===== src/rtl/rv32m_pkg.sv =====
// Shared constants and state encoding for the RV32M iterative divider.
package rv32m_pkg;

  localparam int XLEN_DEF = 32;

  localparam logic [2:0] F3_DIV  = 3'b100;
  localparam logic [2:0] F3_DIVU = 3'b101;
  localparam logic [2:0] F3_REM  = 3'b110;
  localparam logic [2:0] F3_REMU = 3'b111;

  localparam logic [XLEN_DEF-1:0] ALL_ONES = {XLEN_DEF{1'b1}};
  localparam logic [XLEN_DEF-1:0] INT_MIN  = {1'b1, {(XLEN_DEF-1){1'b0}}};

  typedef enum logic [1:0] {
    S_IDLE   = 2'd0,
    S_CALC   = 2'd1,
    S_FIX    = 2'd2,
    S_FINISH = 2'd3
  } div_state_e;

endpackage


===== src/rtl/div_step.sv =====
// One restoring radix-2 division step: shift {rem,quot} left, trial-subtract divisor.
module div_step #(
  parameter int XLEN = 32
) (
  input  logic [XLEN-1:0] rem,
  input  logic [XLEN-1:0] quot,
  input  logic [XLEN-1:0] divisor,
  output logic [XLEN-1:0] rem_next,
  output logic [XLEN-1:0] quot_next
);

  logic [XLEN:0] shifted;
  logic          ge;

  // Compare at XLEN+1 bits; the committed difference always fits in XLEN bits.
  always_comb begin
    shifted   = {rem, quot[XLEN-1]};
    ge        = (shifted >= {1'b0, divisor});
    rem_next  = ge ? (shifted[XLEN-1:0] - divisor) : shifted[XLEN-1:0];
    quot_next = {quot[XLEN-2:0], ge};
  end

endmodule


===== src/rtl/rv32m_div_unit.sv =====
// Iterative DIV/DIVU/REM/REMU unit for the EX stage, one quotient bit per cycle.
// Optional RV32M_DIV_EARLY_OUT_EN: divide-by-zero and signed overflow skip CALC.
module rv32m_div_unit
  import rv32m_pkg::*;
#(
  parameter int XLEN  = XLEN_DEF,
  parameter int CNT_W = 6
) (
  input  logic            CLK,
  input  logic            RESET,
  input  logic            START,
  input  logic [2:0]      FUNCT3,
  input  logic [XLEN-1:0] OPA,
  input  logic [XLEN-1:0] OPB,
  input  logic [4:0]      RD_IN,
  output logic            BUSY,
  output logic            DONE,
  output logic [XLEN-1:0] RESULT,
  output logic [4:0]      RD_OUT
);

  div_state_e       state, state_next;
  logic [CNT_W-1:0] cnt;
  logic [XLEN-1:0]  rem, quot, dvsr, rem_next, quot_next;
  logic             neg_q, neg_r, is_rem, b_zero;
  logic [4:0]       rd_lat;
  logic [XLEN-1:0]  result_q;
  logic [4:0]       rd_out_q;

  logic             accept, is_signed_in, is_rem_in, a_neg, b_neg, b_zero_in;
  logic [XLEN-1:0]  abs_a, abs_b, fix_q, fix_r;

  function automatic logic [XLEN-1:0] cond_neg(input logic [XLEN-1:0] v, input logic neg);
    return neg ? (~v + 1'b1) : v;
  endfunction

  // Undefined FUNCT3 codes fall through to unsigned divide.
  assign is_signed_in = (FUNCT3 == F3_DIV) || (FUNCT3 == F3_REM);
  assign is_rem_in    = (FUNCT3 == F3_REM) || (FUNCT3 == F3_REMU);
  assign a_neg        = is_signed_in && OPA[XLEN-1];
  assign b_neg        = is_signed_in && OPB[XLEN-1];
  assign abs_a        = cond_neg(OPA, a_neg);
  assign abs_b        = cond_neg(OPB, b_neg);
  assign b_zero_in    = (OPB == '0);
  assign accept       = START && ((state == S_IDLE) || (state == S_FINISH));

`ifdef RV32M_DIV_EARLY_OUT_EN
  logic ovf_in, special_in;
  assign ovf_in     = is_signed_in && (OPA == XLEN'(INT_MIN)) && (OPB == XLEN'(ALL_ONES));
  assign special_in = b_zero_in || ovf_in;
`endif

  always_ff @(posedge CLK) begin
    if (RESET) state <= S_IDLE;
    else       state <= state_next;
  end

  always_comb begin
    state_next = state;
    BUSY       = 1'b0;
    DONE       = 1'b0;
    case (state)
      S_IDLE, S_FINISH: begin
        DONE = (state == S_FINISH);
        if (START) begin
`ifdef RV32M_DIV_EARLY_OUT_EN
          state_next = special_in ? S_FIX : S_CALC;
`else
          state_next = S_CALC;
`endif
        end else begin
          state_next = S_IDLE;
        end
      end
      S_CALC: begin
        BUSY = 1'b1;
        if (cnt == CNT_W'(XLEN-1)) state_next = S_FIX;
      end
      S_FIX: begin
        BUSY       = 1'b1;
        state_next = S_FINISH;
      end
      default: state_next = S_IDLE;
    endcase
  end

  always_ff @(posedge CLK) begin
    if (RESET)                 cnt <= '0;
    else if (accept)           cnt <= '0;
    else if (state == S_CALC)  cnt <= cnt + 1'b1;
  end

  div_step #(.XLEN(XLEN)) u_step (
    .rem       (rem),
    .quot      (quot),
    .divisor   (dvsr),
    .rem_next  (rem_next),
    .quot_next (quot_next)
  );

  // Operand capture and iteration; magnitudes only, signs restored in FIX.
  always_ff @(posedge CLK) begin
    if (accept) begin
      dvsr   <= abs_b;
      quot   <= abs_a;
      rem    <= '0;
      neg_q  <= a_neg ^ b_neg;
      neg_r  <= a_neg;
      is_rem <= is_rem_in;
      b_zero <= b_zero_in;
      rd_lat <= RD_IN;
`ifdef RV32M_DIV_EARLY_OUT_EN
      if (b_zero_in) rem <= abs_a;
      else if (ovf_in) quot <= XLEN'(INT_MIN);
`endif
    end else if (state == S_CALC) begin
      rem  <= rem_next;
      quot <= quot_next;
    end
  end

  // Divide-by-zero quotient is all ones regardless of operand signs.
  assign fix_q = b_zero ? XLEN'(ALL_ONES) : cond_neg(quot, neg_q);
  assign fix_r = cond_neg(rem, neg_r);

  always_ff @(posedge CLK) begin
    if (RESET) begin
      result_q <= '0;
      rd_out_q <= '0;
    end else if (state == S_FIX) begin
      result_q <= is_rem ? fix_r : fix_q;
      rd_out_q <= rd_lat;
    end
  end

  assign RESULT = result_q;
  assign RD_OUT = rd_out_q;

endmodule

===== config.mk =====
export PLATFORM = sky130hd
export DESIGN_NAME = rv32m_div_unit
export DESIGN_NICKNAME = d
export VERILOG_FILES = /design/src/rtl/rv32m_pkg.sv /design/src/rtl/div_step.sv /design/src/rtl/rv32m_div_unit.sv
export SDC_FILE = /design/constraint.sdc
export NUM_CORES = 1
export LEC_CHECK = 0
export ABC_AREA = 0
export ABC_CLOCK_PERIOD_IN_PS = 8300
export BUFFER_PORTS_ARGS = -buffer_cell sky130_fd_sc_hd__buf_2
export CAP_MARGIN = 10
export CORE_MARGIN = 3
export CORE_UTILIZATION = 35
export DETAILED_ROUTE_END_ITERATION = 7
export GPL_TIMING_DRIVEN = 0
export HOLD_SLACK_MARGIN = 0.06
export PLACE_DENSITY = 0.54
export SLEW_MARGIN = 0
export SYNTH_ARGS = -nofsm -noshare
export SYNTH_HDL_FRONTEND = slang
export SYNTH_HIERARCHICAL = 1
export SYNTH_SLANG_ARGS = --single-unit

===== constraint.sdc =====
create_clock -name CLK -period 8.3 [get_ports CLK]
set_input_delay 0 -clock CLK [delete_from_list [all_inputs] [get_ports CLK]]
set_output_delay 0 -clock CLK [all_outputs]
set_load 0.02 [all_outputs]

==> results of run 1 <==
## final timing paths
| check | startpoint | endpoint | cells past startpoint |
|---|---|---|---|
| setup / recovery | rem[9] | quot[0] | 12 |
| setup reg to reg | rem[9] | quot[0] | 12 |
| hold / removal | OPA[1] | quot[1] | 5 |
| hold reg to reg | RESULT[16] | RESULT[16] | 1 |
## per-layer routing
layer | wire [um] | global-route usage, %
met4 | 533 | 5.24
met1 | 15700 | 27.9
met2 | 15200 | 31.3
met3 | 1620 | 2.92
met5 | 0 | 0
## state kept, by name, summed over array words and instances, names as in the netlist
signal / count
is_rem: 1
dvsr: 32
neg_q: 1
state: 2
b_zero: 1
rem: 32
neg_r: 1
quot: 32
cnt: 6
RESULT: 32
RD_OUT: 5
rd_lat: 5
## per-stage QoR
| step | hold slack, ns | utilization [%] | total power [W] |
|---|---|---|---|
| after floorplan | 0.0989 | - | 0.00232 |
| after global placement | 0.178 | 39.6 | 0.00282 |
| after detailed placement | 0.179 | 39.6 | 0.00283 |
| after CTS | 0.109 | 44.1 | 0.00364 |
| after global routing | 0.142 | 44.1 | 0.00387 |
| final | 0.119 | 44.1 | 0.00363 |
## synth_stat cells, types with 13 or more instances
cell	n	share of area, %
inv_1	58	2.0
o21ai_0	80	3.7
nand4_1	17	0.98
xnor2_1	63	5.1
nand2_1	89	3.1
edfxtp_1	73	20
a21o_1	29	2.0
nand3_1	22	1.0
or3_1	22	1.3
clkbuf_1	38	1.3
a221oi_1	19	1.5
nor4_1	14	0.81
a21oi_1	85	3.9
buf_4	34	2.4
mux2i_1	45	4.2
dfxtp_1	77	14
ha_1	40	4.6
nand2b_1	13	0.75
nor3_1	25	1.2
o31ai_1	20	1.4
xor2_1	77	6.2
nor2_1	139	4.8
## power by group through the flow
stage	logic, W	registers (W)	clock network [W]
after floorplan	0.00104	0.00128	0
after global placement	0.00151	0.00131	0
after detailed placement	0.00153	0.00130	0
after CTS	0.00156	0.00129	0.000789
after global routing	0.00173	0.00132	0.000822
final	0.00157	0.00129	0.000774
## cell type report
cell class	count	share of cell area, %
plain buffers	94	3.80
clock buffers	18	3.40
clock inverters	14	0.963
inverters	60	1.70
multi-input cells	951	48.1
flip-flops and latches	150	28.2
well taps	390	3.68
repair buffers	191	10.2
## cells by family after synthesis
kind of cell,after synthesis,synth area share [%]
XOR/XNOR,140,11.3
adder cells (fa/ha/maj),41,4.81
AO/OA/AOI/OAI,324,19.8
multiplexers,56,5.30
flip-flops,150,34.5
buffers and inverters,154,6.73
AND/OR/NAND/NOR,390,17.5
## tightest hold or removal path, delay by kind of cell
family                 cells  cell delay (ns)
AND/OR/NAND/NOR            1             0.10
buffers and inverters      2             0.15
AO/OA/AOI/OAI              2             0.19
## repair_timing
item,CTS,global route
endpoints found under the hold margin,72,0
hold buffers,77,0
resized for setup,0,0
endpoints found under the setup margin,0,0
==> flow_summary.ini, run 1 <==
[clocking]
cts_max_path_buffers = 2
post-cts-setup-buffer-count = 0
cts.sink_count = 150
h-tree-depth = 4
numCtsBuffers = 17
cts_tree = done
clk_latency_ns = 0.43
clk_pin_slew_ns = 0.07
cts_root_buf = clkbuf_16

[power]
p_sw_share_pct = 42.4
power_switching_w = 0.00154
pwr-share-comb_pct = 43.1
intPower_w = 0.00209
p_clk_share_pct = 21.3
seqPwrFrac_pct = 35.6
p_per_area_nw_per_um2 = 274
leakage_nw = 5.54
ir_drop_mv = 0.161

[yosys]
seq_area_frac_synth_pct = 34.5
syn_inst = 1255
yosysWarnings = 6
ys_ff_latch = 150
synth_edf_count = 73
async_reset_ff_share_pct = 0
synth-main-ff-cell = dfxtp_1
syn-cell-area_um2 = 10800
synth_nets = 1371
synth_cell_types = 82
synth_area_per_cell_um2 = 8.63

[global_route]
grt_pass1_wl_um = 52000
grt_overflow_total = 0
grt_pass1_vias = 9344
grt_max_degree = 42
antenna_found_initial = 1
grt_usage_pct = 19.6

[timing]
slew_headroom_pct = 33.5
finClkSkew_ns = 0.0113
maxSlewViolCount = 0
fmax_mhz = 288
setup_viol = 0
fin_crit_sh_pct = 41.8
min_period_ns = 3.47
hold_violations = 0
final.setup.worst_slack_ns = 4.83
tightestPinTransition_ns = 0.996
rsz0062_at_grt = no
fin_setup_tns_ns = 0

[drt]
avgRoutedWirePerCell_um = 17.7
wirelength_um = 33000
vias = 9892
vias_per_cell = 5.30
drt.antenna.violating_nets = 0
route.detailed.drc = 0
dr.pass1.iters = 5
drtIter0Drc = 707

[setup_path]
endpoint_kind = flop
start_kind = flop
cp.arrival_ns = 3.74
cp_max_fo = 10
crit_path_top_delay_cell = o41ai_4
required_ns = 8.57
cp_cell_sequence = ha_1, nand3_1, nor2_1, o2111ai_1, nand3_1, a221oi_2, o41ai_4, buf_6, buf_4, buf_4, nand2_1, o21ai_0
crit_family = compound AO/OA/AOI/OAI gates
r2r_setup_slack_ns = 4.83
critPathMaxStageDelay_ns = 0.67
crit_type = reg -> reg
cp.buffers_inverters = 3

[place]
dpl_worst_slack_ns = 4.89
gp_congestion = 0.923
hpwl_um = 25300
dpl-instance-area_um2 = 11900
io_buffer_count = 113
dp_cells = 1759

[final_layout]
seq_area_um2 = 3730
layout_common_cells = 139 x nor2_1, 126 x buf_2, 89 x nand2_1, 85 x a21oi_1, 80 x o21ai_0
final_common_cell = nor2_1
nets = 1581
final_cell_area_um2 = 13300
n_fill_cell = 2987
drive_gt1_share_pct = 15.3
multi_input_comb_area_um2 = 6370
diodes = 0
syn_to_final_growth_pct = 22.4
stdcell_count = 1868

[floorplan]
die_area_um2 = 33100
io_pins = 114
die_w_um = 182
start_util_pct = 36.1
num_rows = 63
core-area_um2 = 30000
die_y_um = 182

[hold_path]
hold_path.class = in -> reg

[job]
drv_cap = 0

[status]
status = finished clean
No activity file was read; power rests on OpenSTA's default activity.
==> run 2, diff against run 1 <==
ABC_CLOCK_PERIOD_IN_PS = 3300   (was 8300)
clock period = 3.3 ns   (was 8.3 ns; I/O delays follow)
==> run 2 against run 1 <==
Compared with the run above: clock skew increased by 0.00061 ns; sequential share of layout area decreased by 0.19 points; final cell count increased by 0.16%; setup slack got worse by 4.7 ns; count of clock-buffer cells in the layout unchanged; cell area increased by 0.70%; wire length increased by 0.39%; first-iteration DRC count decreased by 5.2%.
==> flow_summary.ini, run 2 (same netlist as run 1, synthesis figures left out) <==
[timing]
fin_crit_sh_pct = 95.0
min_period_ns = 3.14
tightestPinTransition_ns = 0.983
rsz0062_at_grt = no
fmax_mhz = 319
fin_setup_tns_ns = 0
hold_violations = 0
setup_viol = 0
slew_headroom_pct = 34.3
maxSlewViolCount = 0
finClkSkew_ns = 0.0119

[place]
io_buffer_count = 113
dpl-instance-area_um2 = 11900
gp_congestion = 0.923
hpwl_um = 25300

[hold_path]
hold_path.class = in -> reg

[floorplan]
io_pins = 114
start_util_pct = 36.1
num_rows = 63
core-area_um2 = 30000
die_w_um = 182
die_y_um = 182
die_area_um2 = 33100

[drt]
avgRoutedWirePerCell_um = 17.7
dr.pass1.iters = 5
drtIter0Drc = 670
drt.antenna.violating_nets = 0
route.detailed.drc = 0
wirelength_um = 33100
vias = 9924
vias_per_cell = 5.30

[job]
drv_cap = 0

[setup_path]
cp_max_fo = 8
cp_cell_sequence = ha_1, clkbuf_1, and3_1, nand4_1, o31a_1, o21a_1, o41ai_4, buf_4, mux2_2, mux2i_1, nor2_1
crit_family = compound AO/OA/AOI/OAI gates
cp.arrival_ns = 3.43
start_kind = flop
required_ns = 3.59
crit_type = reg -> reg
critPathMaxStageDelay_ns = 0.42
crit_path_top_delay_cell = dfxtp_1
endpoint_kind = flop
cp.buffers_inverters = 2

[final_layout]
diodes = 0
syn_to_final_growth_pct = 23.3
drive_gt1_share_pct = 16.0
final_cell_area_um2 = 13300
layout_common_cells = 138 x nor2_1, 126 x buf_2, 89 x nand2_1, 83 x a21oi_1, 80 x o21ai_0
final_common_cell = nor2_1
fin_util_pct = 44.4
nets = 1584

[clocking]
h-tree-depth = 4
cts.sink_count = 150
cts_max_path_buffers = 2
numCtsBuffers = 17
cts_tree = done
clk_pin_slew_ns = 0.07
clk_latency_ns = 0.43
cts_root_buf = clkbuf_16

[global_route]
grt_overflow_total = 0
antenna_found_initial = 1
grt_usage_pct = 19.6
grt_pass1_vias = 9354
grt_pass1_wl_um = 52000
grt_max_degree = 42

[power]
p_per_area_nw_per_um2 = 689
ir_drop_mv = 0.405
leakage_nw = 5.57

[status]
status = finished clean
## run 2: repair_timing
action                     CTS  global route
gates resized for setup      2            11
setup endpoints to repair   29            34
setup buffers                2             1
hold endpoints to repair    72             0
pin swaps                    1             1
hold buffers                77             0
## run 2: final cells by class
class                   instances  area (um^2)
plain buffers                  94          504
clock buffers                  18          450
clock inverters                14          128
fillers                      2974        16700
inverters                      60          225
multi-input cells             951         6440
flip-flops and latches        150         3730
well taps                     390          488
repair buffers                194         1380
## run 2: per-layer routing
layer | up-vias | global-route usage, % | wire length (um)
met4 | 0 | 5.24 | 535
li1 | 4939 | - | -
met3 | 24 | 2.96 | 1690
met2 | 228 | 31.3 | 15200
met1 | 4733 | 27.8 | 15700
met5 | - | 0 | 0
## run 2: stage by stage
stage	setup WS [ns]	std cells	power (W)	hold slack [ns]
floorplan	0.398	1255	0.00584	0.0989
global placement	-1.01	1758	0.00708	0.178
detailed placement	-0.112	1759	0.00712	0.179
CTS	0.0167	1870	0.00916	0.109
global route	0.0000382	1871	0.00977	0.142
finish	0.164	1871	0.00919	0.119
## run 2: report_power, final
group          total, W  internal [W]  switching [W]
sequential      0.00326       0.00269       0.000563
clock           0.00195       0.00105       0.000905
combinational   0.00398       0.00154        0.00244
total           0.00919       0.00528        0.00391
## run 2: worst paths after layout
kind	start	to	slack (ns)	depth (start not counted)
setup / recovery	rem[27]	rem[7]	0.16	11
hold / removal	OPA[1]	quot[1]	0.12	5
setup reg to reg	rem[27]	rem[7]	0.16	11
hold reg to reg	RESULT[16]	RESULT[16]	0.45	1
## run 2: tightest hold or removal path, cell delays in order
cell and delay (ns):
buf_2 0.10, inv_1 0.05, nor2_1 0.10, a21oi_1 0.06, o21ai_0 0.13
==> run 3, diff against run 2 <==
PLACE_DENSITY = default   (was 0.54)
PLACE_DENSITY_LB_ADDON = 0.1   (was default)
RECOVER_POWER = 100   (was default)
==> run 3 against run 2 <==
Compared with the run above: flip-flop and latch count unchanged; worst hold slack got worse by 0.019 ns; count of clock-buffer cells in the layout increased by 5; power increased by 0.97%; critical path depth increased by 1; first-iteration DRC count increased by 28%; die area unchanged; combinational power decreased by 1%; critical path type unchanged; critical endpoint is now quot[0]; largest cell class unchanged; largest power group unchanged; highest routed layer unchanged.
==> flow_summary.ini, run 3 (same netlist as run 1, synthesis figures left out) <==
[place]
io_buffer_count = 113
dpl_worst_slack_ns = -0.151
hpwl_um = 26200
gp_congestion = 0.889

[clocking]
numCtsBuffers = 17
clk_latency_ns = 0.44
clk_pin_slew_ns = 0.07
h-tree-depth = 4
cts.sink_count = 150
cts_max_path_buffers = 2
cts_root_buf = clkbuf_16
cts_tree = done

[final_layout]
syn_to_final_growth_pct = 22.3
final_common_cell = nor2_1
n_fill_cell = 3031
drive_gt1_share_pct = 12.4
fin_util_pct = 44.1
diodes = 0
layout_common_cells = 138 x nor2_1, 89 x nand2_1, 87 x clkbuf_1, 82 x a21oi_1
nets = 1583

[setup_path]
cp.arrival_ns = 3.46
cp_max_fo = 10
endpoint_kind = flop
crit_path_top_delay_cell = dfxtp_1
required_ns = 3.48
start_kind = flop
cp_cell_sequence = ha_1, a21oi_1, nor2_1, a211oi_1, nand3_2, a221oi_2, o41ai_2, buf_6, buf_2, buf_4, nand2_1, o21ai_0
critPathMaxStageDelay_ns = 0.52
crit_type = reg -> reg

[timing]
fin_crit_sh_pct = 99.5
rsz0062_at_grt = yes
fmax_mhz = 305
setup_viol = 0
slew_headroom_pct = 38.5
hold_violations = 0
tightestPinTransition_ns = 0.914
finClkSkew_ns = 0.0135
maxSlewViolCount = 0
final.setup.worst_slack_ns = 0.0164
min_period_ns = 3.28

[drt]
drt.antenna.violating_nets = 0
drtIter0Drc = 858
vias = 9814
dr.pass1.iters = 5
route.detailed.drc = 0
vias_per_cell = 5.25
wirelength_um = 33800
avgRoutedWirePerCell_um = 18.1

[floorplan]
core-area_um2 = 30000
num_rows = 63
start_util_pct = 36.1
die_area_um2 = 33100
die_w_um = 182
io_pins = 114
die_y_um = 182

[global_route]
grt_usage_pct = 20.4
grt_max_degree = 36
antenna_found_initial = 1
grt_pass1_vias = 9624
grt_overflow_total = 0
grt_pass1_wl_um = 53500

[hold_path]
hold_path.class = in -> reg

[power]
leakage_nw = 5.36
p_per_area_nw_per_um2 = 701
ir_drop_mv = 0.431

[status]
status = finished clean

[job]
drv_cap = 0
[run 3: changes by cell type in the layout (fill, tap and decap cells not counted), sizes merged]
cell | before | now
clkinv | 6 | 3
bufinv | 0 | 2
clkinvlp | 0 | 1
buf | 173 | 123
inv | 68 | 63
clkbuf | 56 | 110
[run 3: per-layer routing]
layer / part of all wire [%] / vias up / global-route usage (%)
met5: 0 / - / 0
met1: 50 / 4661 / 29.6
met4: 1.9 / 0 / 5.55
li1: - / 4939 / -
met2: 44 / 178 / 31.6
met3: 3.6 / 36 / 3.02
[run 3: critical path, delay by kind of cell (launching register included)]
kind                       cells  cell delay, ns
DFF                            1            0.52
AOI/OAI and AO/OA              5            1.24
adders and majority gates      1            0.37
buffers and inverters          3            0.55
and+or+nand+nor                3            0.33
[run 3: metrics by stage]
| step | instance area (um^2) | setup TNS, ns | instances | hold slack [ns] | power, W |
|---|---|---|---|---|---|
| after floorplan | 10800 | 0 | 1255 | 0.0989 | 0.00584 |
| after global placement | 11900 | -62.91 | 1758 | 0.178 | 0.00713 |
| after detailed placement | 11900 | -2.81 | 1759 | 0.185 | 0.00716 |
| after CTS | 13300 | 0 | 1869 | 0.0832 | 0.00933 |
| after global routing | 13200 | -1.55 | 1870 | 0.150 | 0.00989 |
| final | 13200 | 0 | 1870 | 0.101 | 0.00928 |
[run 3: layout make-up]
| cell class | count | area, um^2 | share of cell area [%] |
|---|---|---|---|
| plain buffers | 94 | 500 | 3.78 |
| flip-flops and latches | 150 | 3730 | 28.2 |
| repair buffers | 193 | 1320 | 9.94 |
| multi-input cells | 951 | 6350 | 48.0 |
| clock inverters | 9 | 109 | 0.822 |
| clock buffers | 23 | 510 | 3.86 |
| inverters | 60 | 225 | 1.70 |
| well taps | 390 | 488 | 3.69 |
[run 3: timing repair]
action                                  CTS  global route
endpoints found under the setup margin   28            65
hold buffers                             77             0
buffers inserted                          1             1
resized for setup                         3             8
hold endpoints to repair                 72             0
pin swaps                                 2             1
gates cloned                              0             0
[run 3: worst paths after layout]
kind                                  from    endpoint  slack [ns]  cells after the start
worst min register to register  RESULT[15]  RESULT[15]        0.45                      1
worst max register to register      rem[9]     quot[0]        0.02                     12
worst max-delay path                rem[9]     quot[0]        0.02                     12
worst min-delay path                OPA[1]     quot[1]        0.10                      5
[run 3: power by group]
part	total, W	internal [W]	switching [W]
logic	0.00394	0.00149	0.00245
registers	0.00325	0.00270	0.000559
clock network	0.00209	0.00125	0.000836
total	0.00928	0.00544	0.00384
